`src/rtl/fpu_pkg.sv`:
```
// rtl/fpu_pkg.sv - shared flag indices, qNaN generator and derived widths for the FP add/sub pipeline
package fpu_pkg;

  // Bit positions inside the 4-bit {NV,OF,UF,NX} flag vector
  localparam int FLAG_NX = 0;
  localparam int FLAG_UF = 1;
  localparam int FLAG_OF = 2;
  localparam int FLAG_NV = 3;

  // Significand width including the implicit bit
  function automatic int sig_w(input int man_w);
    return man_w + 1;
  endfunction

  // Working mantissa width: significand plus guard, round and sticky
  function automatic int ext_w(input int man_w);
    return man_w + 4;
  endfunction

  // Width of a count that can hold 0..width inclusive
  function automatic int cnt_w(input int width);
    return $clog2(width + 1);
  endfunction

  // Canonical quiet NaN in the low 1+exp_w+man_w bits: sign 0, exponent all ones, fraction MSB only
  function automatic logic [127:0] qnan_word(input int exp_w, input int man_w);
    logic [127:0] v;
    v = '0;
    for (int i = 0; i < exp_w; i++) begin
      v[man_w + i] = 1'b1;
    end
    v[man_w - 1] = 1'b1;
    return v;
  endfunction

endpackage

```
`src/rtl/fpu_lzc.sv`:
```
// rtl/fpu_lzc.sv - leading-zero counter, returns W for an all-zero input
module fpu_lzc
  import fpu_pkg::*;
#(
  parameter int W = 27
) (
  input  logic [W-1:0]           i_data,
  output logic [cnt_w(W)-1:0]    o_count
);

  localparam int CNT_W = cnt_w(W);

  // Scan upward so the highest set bit writes last and wins
  always_comb begin
    o_count = CNT_W'(W);
    for (int i = 0; i < W; i++) begin
      if (i_data[i]) o_count = CNT_W'(W - 1 - i);
    end
  end

endmodule

```
`src/rtl/fpu_addsub.sv`:
```
// rtl/fpu_addsub.sv - three-stage pipelined IEEE-754 adder/subtractor, round-to-nearest-even
module fpu_addsub
  import fpu_pkg::*;
#(
  parameter int EXP_W = 8,
  parameter int MAN_W = 23
) (
  input  logic                   clk,
  input  logic                   rst,
  input  logic                   in_valid,
  output logic                   in_ready,
  input  logic [EXP_W+MAN_W:0]   a,
  input  logic [EXP_W+MAN_W:0]   b,
  input  logic                   op_sub,
  output logic                   out_valid,
  input  logic                   out_ready,
  output logic [EXP_W+MAN_W:0]   result,
  output logic [3:0]             flags
);

  localparam int W    = 1 + EXP_W + MAN_W;
  localparam int SIG  = sig_w(MAN_W);
  localparam int E    = ext_w(MAN_W);
  localparam int LZ_W = cnt_w(E);
  localparam int XW   = EXP_W + 2;
  localparam logic [W-1:0]  QNAN    = W'(qnan_word(EXP_W, MAN_W));
  localparam logic [XW-1:0] EXP_INF = XW'((1 << EXP_W) - 1);

  // ---------------- pipeline control ----------------
  logic w_adv;
  logic r_s1_valid, r_s2_valid, r_out_valid;

  assign w_adv     = !(r_out_valid && !out_ready);
  assign in_ready  = w_adv;
  assign out_valid = r_out_valid;

  // ---------------- S1: unpack, specials, compare, align ----------------
  logic [W-1:0]     w_b_eff;
  logic             w_sa, w_sb;
  logic [EXP_W-1:0] w_ea, w_eb;
  logic [MAN_W-1:0] w_fa, w_fb;
  logic             w_a_nan, w_b_nan, w_a_snan, w_b_snan, w_a_inf, w_b_inf;

  assign w_b_eff = {b[W-1] ^ op_sub, b[W-2:0]};
  assign {w_sa, w_ea, w_fa} = a;
  assign {w_sb, w_eb, w_fb} = w_b_eff;
  assign w_a_nan  = (&w_ea) && (|w_fa);
  assign w_b_nan  = (&w_eb) && (|w_fb);
  assign w_a_snan = w_a_nan && !w_fa[MAN_W-1];
  assign w_b_snan = w_b_nan && !w_fb[MAN_W-1];
  assign w_a_inf  = (&w_ea) && !(|w_fa);
  assign w_b_inf  = (&w_eb) && !(|w_fb);

  logic         w_spec;
  logic [W-1:0] w_spec_res;
  logic [3:0]   w_spec_flg;

  // NaN and infinity operands bypass the arithmetic path entirely
  always_comb begin
    w_spec     = 1'b0;
    w_spec_res = '0;
    w_spec_flg = '0;
    if (w_a_nan || w_b_nan) begin
      w_spec              = 1'b1;
      w_spec_res          = QNAN;
      w_spec_flg[FLAG_NV] = w_a_snan || w_b_snan;
    end else if (w_a_inf && w_b_inf && (w_sa != w_sb)) begin
      w_spec              = 1'b1;
      w_spec_res          = QNAN;
      w_spec_flg[FLAG_NV] = 1'b1;
    end else if (w_a_inf) begin
      w_spec     = 1'b1;
      w_spec_res = {w_sa, {EXP_W{1'b1}}, {MAN_W{1'b0}}};
    end else if (w_b_inf) begin
      w_spec     = 1'b1;
      w_spec_res = {w_sb, {EXP_W{1'b1}}, {MAN_W{1'b0}}};
    end
  end

  logic             w_a_ge, w_sl;
  logic [EXP_W-1:0] w_xa, w_xb, w_xl, w_xs, w_d;
  logic [SIG-1:0]   w_ma, w_mb;
  logic [E-1:0]     w_ml, w_ms_raw, w_ms_shift, w_lost, w_ms_al;
  logic [LZ_W-1:0]  w_sh;

  // Subnormals behave as exponent 1 with a zero implicit bit
  assign w_a_ge = (a[W-2:0] >= w_b_eff[W-2:0]);
  assign w_xa   = (w_ea == '0) ? EXP_W'(1) : w_ea;
  assign w_xb   = (w_eb == '0) ? EXP_W'(1) : w_eb;
  assign w_ma   = {|w_ea, w_fa};
  assign w_mb   = {|w_eb, w_fb};

  // Order operands by magnitude and right-align the smaller, folding lost bits into sticky
  always_comb begin
    w_sl     = w_a_ge ? w_sa : w_sb;
    w_xl     = w_a_ge ? w_xa : w_xb;
    w_xs     = w_a_ge ? w_xb : w_xa;
    w_ml     = w_a_ge ? {w_ma, 3'b000} : {w_mb, 3'b000};
    w_ms_raw = w_a_ge ? {w_mb, 3'b000} : {w_ma, 3'b000};
    w_d      = w_xl - w_xs;
    if (int'(w_d) > MAN_W + 3) w_sh = LZ_W'(MAN_W + 3);
    else                       w_sh = LZ_W'(w_d);
    w_ms_shift = w_ms_raw >> w_sh;
    w_lost     = w_ms_raw & ~({E{1'b1}} << w_sh);
    w_ms_al    = {w_ms_shift[E-1:1], w_ms_shift[0] | (|w_lost)};
  end

  logic             r_s1_spec, r_s1_sign, r_s1_sub;
  logic [W-1:0]     r_s1_spec_res;
  logic [3:0]       r_s1_spec_flg;
  logic [EXP_W-1:0] r_s1_exp;
  logic [E-1:0]     r_s1_ml, r_s1_ms;

  // Stage-1 valid bit, cleared at once by reset so in-flight work vanishes
  always_ff @(posedge clk or negedge rst) begin
    if (!rst)       r_s1_valid <= 1'b0;
    else if (w_adv) r_s1_valid <= in_valid;
  end

  // Stage-1 datapath capture; contents are don't-care while the valid bit is low
  always_ff @(posedge clk) begin
    if (w_adv) begin
      r_s1_spec     <= w_spec;
      r_s1_spec_res <= w_spec_res;
      r_s1_spec_flg <= w_spec_flg;
      r_s1_sign     <= w_sl;
      r_s1_sub      <= w_sa ^ w_sb;
      r_s1_exp      <= w_xl;
      r_s1_ml       <= w_ml;
      r_s1_ms       <= w_ms_al;
    end
  end

  // ---------------- S2: magnitude add/sub ----------------
  logic [E:0] w_sum;
  logic       w_sign2;

  assign w_sum   = r_s1_sub ? ({1'b0, r_s1_ml} - {1'b0, r_s1_ms})
                            : ({1'b0, r_s1_ml} + {1'b0, r_s1_ms});
  assign w_sign2 = (r_s1_sub && (w_sum == '0)) ? 1'b0 : r_s1_sign;

  logic             r_s2_spec, r_s2_sign;
  logic [W-1:0]     r_s2_spec_res;
  logic [3:0]       r_s2_spec_flg;
  logic [EXP_W-1:0] r_s2_exp;
  logic [E:0]       r_s2_sum;

  // Stage-2 valid bit
  always_ff @(posedge clk or negedge rst) begin
    if (!rst)       r_s2_valid <= 1'b0;
    else if (w_adv) r_s2_valid <= r_s1_valid;
  end

  // Stage-2 datapath capture
  always_ff @(posedge clk) begin
    if (w_adv) begin
      r_s2_spec     <= r_s1_spec;
      r_s2_spec_res <= r_s1_spec_res;
      r_s2_spec_flg <= r_s1_spec_flg;
      r_s2_sign     <= w_sign2;
      r_s2_exp      <= r_s1_exp;
      r_s2_sum      <= w_sum;
    end
  end

  // ---------------- S3: normalise, round, pack ----------------
  logic [LZ_W-1:0] w_lz;
  logic [E-1:0]    w_norm;
  logic [XW-1:0]   w_en, w_nsh, w_lim;

  fpu_lzc #(.W(E)) u_lzc (
    .i_data  (r_s2_sum[E-1:0]),
    .o_count (w_lz)
  );

  // Carry shifts right by one; otherwise shift left but never below exponent 1 (gradual underflow)
  always_comb begin
    w_norm = '0;
    w_en   = '0;
    w_nsh  = '0;
    w_lim  = XW'(r_s2_exp) - XW'(1);
    if (r_s2_sum[E]) begin
      w_norm = {r_s2_sum[E:2], r_s2_sum[1] | r_s2_sum[0]};
      w_en   = XW'(r_s2_exp) + XW'(1);
    end else begin
      w_nsh  = (XW'(w_lz) > w_lim) ? w_lim : XW'(w_lz);
      w_norm = r_s2_sum[E-1:0] << w_nsh;
      w_en   = XW'(r_s2_exp) - w_nsh;
    end
  end

  logic             w_nx, w_rup;
  logic [SIG:0]     w_mr;
  logic [XW-1:0]    w_ef;
  logic [MAN_W-1:0] w_frac;
  logic [W-1:0]     w_res;
  logic [3:0]       w_flg;

  assign w_nx  = |w_norm[2:0];
  assign w_rup = w_norm[2] & (w_norm[1] | w_norm[0] | w_norm[3]);
  assign w_mr  = {1'b0, w_norm[E-1:3]} + (SIG+1)'(w_rup);

  // Round-up carry bumps the exponent; a clear implicit bit encodes as subnormal/zero
  always_comb begin
    w_ef   = '0;
    w_frac = '0;
    w_flg  = '0;
    if (w_mr[SIG]) begin
      w_ef   = w_en + XW'(1);
      w_frac = w_mr[MAN_W:1];
    end else if (w_mr[MAN_W]) begin
      w_ef   = w_en;
      w_frac = w_mr[MAN_W-1:0];
    end else begin
      w_ef   = '0;
      w_frac = w_mr[MAN_W-1:0];
    end
    w_res = {r_s2_sign, w_ef[EXP_W-1:0], w_frac};
    if (r_s2_spec) begin
      w_res = r_s2_spec_res;
      w_flg = r_s2_spec_flg;
    end else if (w_ef >= EXP_INF) begin
      w_res          = {r_s2_sign, {EXP_W{1'b1}}, {MAN_W{1'b0}}};
      w_flg[FLAG_OF] = 1'b1;
      w_flg[FLAG_NX] = 1'b1;
    end else begin
      w_flg[FLAG_NX] = w_nx;
      w_flg[FLAG_UF] = (w_ef == '0) && w_nx;
    end
  end

  logic [W-1:0] r_result;
  logic [3:0]   r_flags;

  assign result = r_result;
  assign flags  = r_flags;

  // Output register holds steady while the consumer stalls
  always_ff @(posedge clk or negedge rst) begin
    if (!rst) begin
      r_out_valid <= 1'b0;
      r_result    <= '0;
      r_flags     <= '0;
    end else if (w_adv) begin
      r_out_valid <= r_s2_valid;
      if (r_s2_valid) begin
        r_result <= w_res;
        r_flags  <= w_flg;
      end
    end
  end

endmodule

```
`config.mk`:
```
export PLATFORM = sky130hd
export DESIGN_NAME = fpu_addsub
export DESIGN_NICKNAME = d
export VERILOG_FILES = /design/src/rtl/fpu_pkg.sv /design/src/rtl/fpu_lzc.sv /design/src/rtl/fpu_addsub.sv
export SDC_FILE = /design/constraint.sdc
export NUM_CORES = 1
export LEC_CHECK = 0
export ABC_AREA = 1
export CAP_MARGIN = 10
export CORE_ASPECT_RATIO = 0.9
export CORE_MARGIN = 5
export CORE_UTILIZATION = 37
export CTS_BUF_LIST = sky130_fd_sc_hd__clkbuf_4 sky130_fd_sc_hd__clkbuf_8
export DETAILED_ROUTE_END_ITERATION = 8
export GPL_TIMING_DRIVEN = 0
export PLACE_DENSITY_LB_ADDON = 0.2
export SYNTH_ARGS = -nofsm -noshare
export SYNTH_HDL_FRONTEND = slang
export SYNTH_SLANG_ARGS = --single-unit
export TNS_END_PERCENT = 30
```
`constraint.sdc`:
```
create_clock -name clk -period 9 [get_ports clk]
set_clock_uncertainty 0.15 [all_clocks]
set_input_delay 1.8 -clock clk [delete_from_list [all_inputs] [get_ports clk]]
set_output_delay 1.8 -clock clk [all_outputs]
set_load 0.03 [all_outputs]
```
==> results of run 1 <==
-- area by class of cell --
class                      instances  area (sq um)
multi-input combinational       1587          8510
clock buffer                      17           234
inverter                         228           858
clock inverter                    15           145
timing repair buffer             108          1090
buffer                            78           392
tap                              483           604
fill                            3898         21100
sequential                       145          4160
-- per-layer routing --
layer,GRT usage (%),vias up,routed length [um]
met4,5.68,0,896
met1,34.0,6698,23000
met5,0,-,0
met3,3.39,49,2810
met2,33.2,437,19900
li1,-,7172,-
-- final timing paths --
path | startpoint | endpoint | slack, ns | depth (start not counted)
max | b[2] | r_s1_ms[7] | 0.60 | 36
min | r_s1_spec_flg[3] | r_s2_spec_flg[3] | 0.27 | 0
max reg2reg | r_s2_sum[4] | result[22] | 1.38 | 51
min reg2reg | r_s1_spec_flg[3] | r_s2_spec_flg[3] | 0.27 | 0
max in group asynchronous | rst | r_s2_valid | 6.86 | 1
min in group asynchronous | rst | result[3] | 1.28 | 1
-- through the flow --
step | hold slack, ns | TNS, ns | instances
global placement | 0.251 | -21.58 | 2629
detailed placement | 0.255 | -23.33 | 2630
CTS | 0.275 | 0 | 2662
floorplan | 0.250 | 0 | 2040
global route | 0.282 | -0.00918 | 2661
finish | 0.272 | 0 | 2661
-- synthesized netlist by cell type, drive strengths merged, types with 4 or more instances --
master	count	area, sq um
o21bai	7	56.3
a31oi	10	62.6
inv	224	841
a21oi	76	380
o21ai	207	1040
ha	78	976
mux2i	6	60.1
o221ai	9	78.8
or2	6	37.5
a211oi	5	37.5
o211ai	4	30.0
xnor2	32	280
nor2	163	647
dfrtp	39	976
edfxtp	106	3180
nand4	40	256
buf	25	169
clkinv	4	15.0
nor4	27	169
o31ai	9	67.6
nand2	549	2090
nor3	31	181
nand3	237	1220
xor2	53	464
o22ai	15	93.8
clkbuf	55	206
-- power by group --
group / internal, uW / leakage [uW] / switching [uW]
Sequential: 1050 / 0.00158 / 217
Clock: 226 / 0.000186 / 284
Combinational: 1270 / 0.00537 / 2520
Total: 2540 / 0.00714 / 3020
-- sequential cells by signal, summed over array words and instances (netlist names), 3 cells and up --
register,cells
flags,4
r_s2_exp,8
r_s1_spec_res,3
r_s2_spec_res,3
r_s1_exp,8
r_s1_ml,24
r_s2_sum,28
r_s1_ms,27
result,32
-- logic make-up after synthesis --
| family | Yosys count | share of synthesized area, % |
|---|---|---|
| XOR/XNOR | 85 | 5.38 |
| adder cells (fa/ha/maj) | 80 | 7.34 |
| multiplexers | 6 | 0.434 |
| buffers and inverters | 308 | 8.90 |
| AND/OR/NAND/NOR | 1059 | 33.6 |
| flip-flops | 145 | 30.0 |
| AO/OA/AOI/OAI | 357 | 14.3 |
-- timing repair --
action,4_1_cts,5_1_grt
setup endpoints to repair,26,24
resized for setup,8,40
buffers inserted,1,0
hold buffers,0,0
cloned,0,0
-- worst max-delay path: cells and delay by family --
family	cells	cell delay, ns
AOI/OAI and AO/OA	11	1.81
xor gates and xnor gates	1	0.12
adders and majority gates	3	0.95
buffers and inverters	9	2.34
muxes	1	0.28
and+or+nand+nor	11	1.13
==> reports/qor.txt, run 1 <==
Achievable Freq: 0.119 GHz
layout cell share with drive strength beyond 1: 5.74%
Total Die Area: 41,400 sq um
CTS tree: built
Post-DRT Antenna Nets: 0
# DRC: 0
Via-to-Cell Ratio: 5.39
largest net degree at the start of global routing: 61
Setup WS pre-CTS: -1.55 ns
DP HPWL: 38,400 um
drt pass-1 iters: 6
WL per Instance: 17.5 um
drt initial violations: 1,375
Final min period: 8.40 ns
Pwr Total: 5560 uW
Row Count: 67
maximum vdd drop: 0.000121 V
Layout area overhead: 15.6%
Placer Congestion: 0.964
CP peak stage delay: 0.45 ns
status: finished clean
clk_lat worst skew: 0.47 ns
Final Setup Violations: 0
register area share after synthesis: 30.0%
CP most frequent cell: o21ai_0
GRT Util Overall: 22.4%
slowest CP cell: clkdlybuf4s50_1
Least-Margin Pin Slew: 0.859 ns
core area: 37,100 sq um
Arr. time, crit path: 8.44 ns
Required @ worst endpoint: 9.04 ns
TritonCTS Sinks: 145
Reg clk slew, reported paths: 0.09 ns
gr ovfl total: 0
Max-Cap Viols: 0
dpl cell area: 15,500 sq um
Initial Util: 37.3%
synthesized instance count: 2,040
initial antenna violation count: 0
CP Class: input pin to flop
Clock Tree Root: clkbuf_8
H-tree Lvls: 4
Nets: 2,314
Hold Path Class: flop to flop
post-layout util: 43.1%
final hold vios: 0
largest fanout on the critical path: 10
yosys warns: 0
leakage power: 0.00714 uW
final setup margin: 0.596 ns
n_diodes: 0
chip width: 214 um
Synth Flop Type: edfxtp_1
Post-Route WL: 46,500 um
CP Capture Type: flop
Die H: 193 um
Final Cell Area: 16,000 sq um
Max Slew Vio Count: 0
fraction of the cycle the final worst path needs: 93.4%
Synth async-reset ratio: 26.9%
port buffer count: 106
max_slew headroom: 42.1%
Post-Synthesis Cell Area: 13,800 sq um
clock buffer depth: 2
commonest non-fill, non-tap cells in the layout: 539 x nand2_1, 231 x nand3_1, 214 x inv_1
Synth cell types: 55
EDFF count, synth: 106
Post-Syn Nets: 2,189
detailed-route via count: 14,400
TritonCTS buffer count: 17
#FFs+latches synth: 145
syn_area_per_cell: 6.78 sq um
io pins: 107
vias in the first global route: 13,600
first-pass GRT wire length: 74,400 um
crit start category: input pin
commonest non-fill, non-tap cell in the layout: nand2_1
power per cell area: 347 nW/um^2
No activity file was read; power rests on OpenSTA's default activity.
==> inputs of run 2 (changes only) <==
==> constraint.sdc (replaced) <==
create_clock -name clk -period 9 [get_ports clk]
set_clock_uncertainty 0.15 [all_clocks]
set_input_delay 2.25 -clock clk [delete_from_list [all_inputs] [get_ports clk]]
set_output_delay 2.25 -clock clk [all_outputs]
set_load 0.03 [all_outputs]
==> reports/qor.txt, run 2 (same netlist as run 1, synthesis figures left out) <==
Clk pwr share: 9.1%
TritonCTS buffer count: 17
crit start category: input pin
CP most frequent cell: nand2_1
Final Cell Area: 16,200 sq um
Max-Cap Viols: 0
Layout area overhead: 16.7%
Initial Util: 37.3%
Via-to-Cell Ratio: 5.39
# DRC: 0
layout cell share with drive strength beyond 1: 6.80%
Net Switching: 3030 uW
Switching Share: 54.2%
DP HPWL: 38,400 um
worst hold margin: 0.272 ns
Int Pwr: 2560 uW
Placer Congestion: 0.964
commonest non-fill, non-tap cells in the layout: 539 x nand2_1, 230 x nand3_1, 212 x inv_1
largest fanout on the critical path: 10
Post-Route WL: 46,600 um
slowest CP cell: clkdlybuf4s50_1
Seq pwr share: 22.6%
dpl cell area: 15,500 sq um
Clock Tree Root: clkbuf_8
power per cell area: 346 nW/um^2
final hold vios: 0
Row Count: 67
maximum vdd drop: 0.000122 V
Arr. time, crit path: 8.51 ns
fraction of the cycle the final worst path needs: 94.2%
Die H: 193 um
core area: 37,100 sq um
Nets: 2,326
Final min period: 8.48 ns
largest net degree at the start of global routing: 61
drt initial violations: 1,338
vias in the first global route: 13,600
clock buffer depth: 2
GRT Util Overall: 22.4%
H-tree Lvls: 4
first-pass GRT wire length: 74,500 um
io pins: 107
initial antenna violation count: 0
CP Capture Type: flop
n_diodes: 0
TritonCTS Sinks: 145
status: finished clean
CP Class: input pin to flop
Max Slew Vio Count: 0
Post-DRT Antenna Nets: 0
post-layout util: 43.5%
Total Die Area: 41,400 sq um
commonest non-fill, non-tap cell in the layout: nand2_1
WL per Instance: 17.4 um
CP peak stage delay: 0.45 ns
Logic pwr share: 68.3%
max_slew headroom: 42.0%
Least-Margin Pin Slew: 0.870 ns
clk_lat worst skew: 0.47 ns
Final Setup Violations: 0
Reg clk slew, reported paths: 0.08 ns
gr ovfl total: 0
Required @ worst endpoint: 9.03 ns
leakage power: 0.00723 uW
drt pass-1 iters: 6
detailed-route via count: 14,400
Hold Path Class: flop to flop
CTS tree: built
Achievable Freq: 0.118 GHz
chip width: 214 um
max FFs per register: 32
port buffer count: 106
setup tns final: 0 ns
[run 2: area by class of cell]
cell class	instances	area, sq um
Tap cell	483	604
Clock inverter	15	145
Clock buffer	17	234
Buffer	77	405
Multi-Input combinational cell	1587	8560
Sequential cell	145	4160
Fill cell	3888	21000
Inverter	228	862
Timing Repair Buffer	121	1190
[run 2: final timing paths]
kind                       cells past startpoint  slack (ns)                to        startpoint
max                                           38        0.52        r_s1_ms[0]              b[2]
min                                            0        0.27  r_s2_spec_flg[3]  r_s1_spec_flg[3]
max reg2reg                                   53        1.39        result[22]       r_s2_sum[4]
min reg2reg                                    0        0.27  r_s2_spec_flg[3]  r_s1_spec_flg[3]
max in group asynchronous                      1        6.41        r_s2_valid               rst
min in group asynchronous                      1        1.73         result[3]               rst
[run 2: timing repair]
item / 4_1_cts / 5_1_grt
cloned: 0 / 0
hold buffers: 0 / 0
buffers inserted: 1 / 13
gates resized for setup: 20 / 67
setup endpoints to repair: 27 / 23
pin swaps: 0 / 5
[run 2: metrics by stage]
stage               worst slack (ns)  power, uW  instances
floorplan                      0.710       3930       2040
CTS                          0.00144       5530       2662
finish                         0.522       5590       2673
global placement               -1.90       4980       2629
detailed placement             -2.00       4990       2630
global route                 -0.0303       6130       2673
[run 2: power groups by stage]
stage                     logic [uW]  registers (uW)  clock network, uW
after global routing            4270            1290                562
after global placement          3700            1290                  0
after detailed placement        3710            1280                  0
after floorplan                 2600            1330                  0
after CTS                       3740            1270                528
final                           3810            1260                510
[run 2: worst max-delay path: cells and delay by family]
family / cells / cell delay (ns)
multiplexers: 1 / 0.29
AO/OA/AOI/OAI: 11 / 1.53
XOR/XNOR: 1 / 0.38
adder cells (fa/ha/maj): 3 / 0.95
AND/OR/NAND/NOR: 14 / 1.48
buffers and inverters: 8 / 1.59
[run 2: layer usage]
| metal | up-vias | routed length (um) | global-route usage (%) |
|---|---|---|---|
| met2 | 478 | 19900 | 33.3 |
| met5 | - | 0 | 0 |
| met1 | 6669 | 22700 | 34.0 |
| met4 | 0 | 958 | 5.70 |
| li1 | 7189 | - | - |
| met3 | 60 | 3060 | 3.45 |
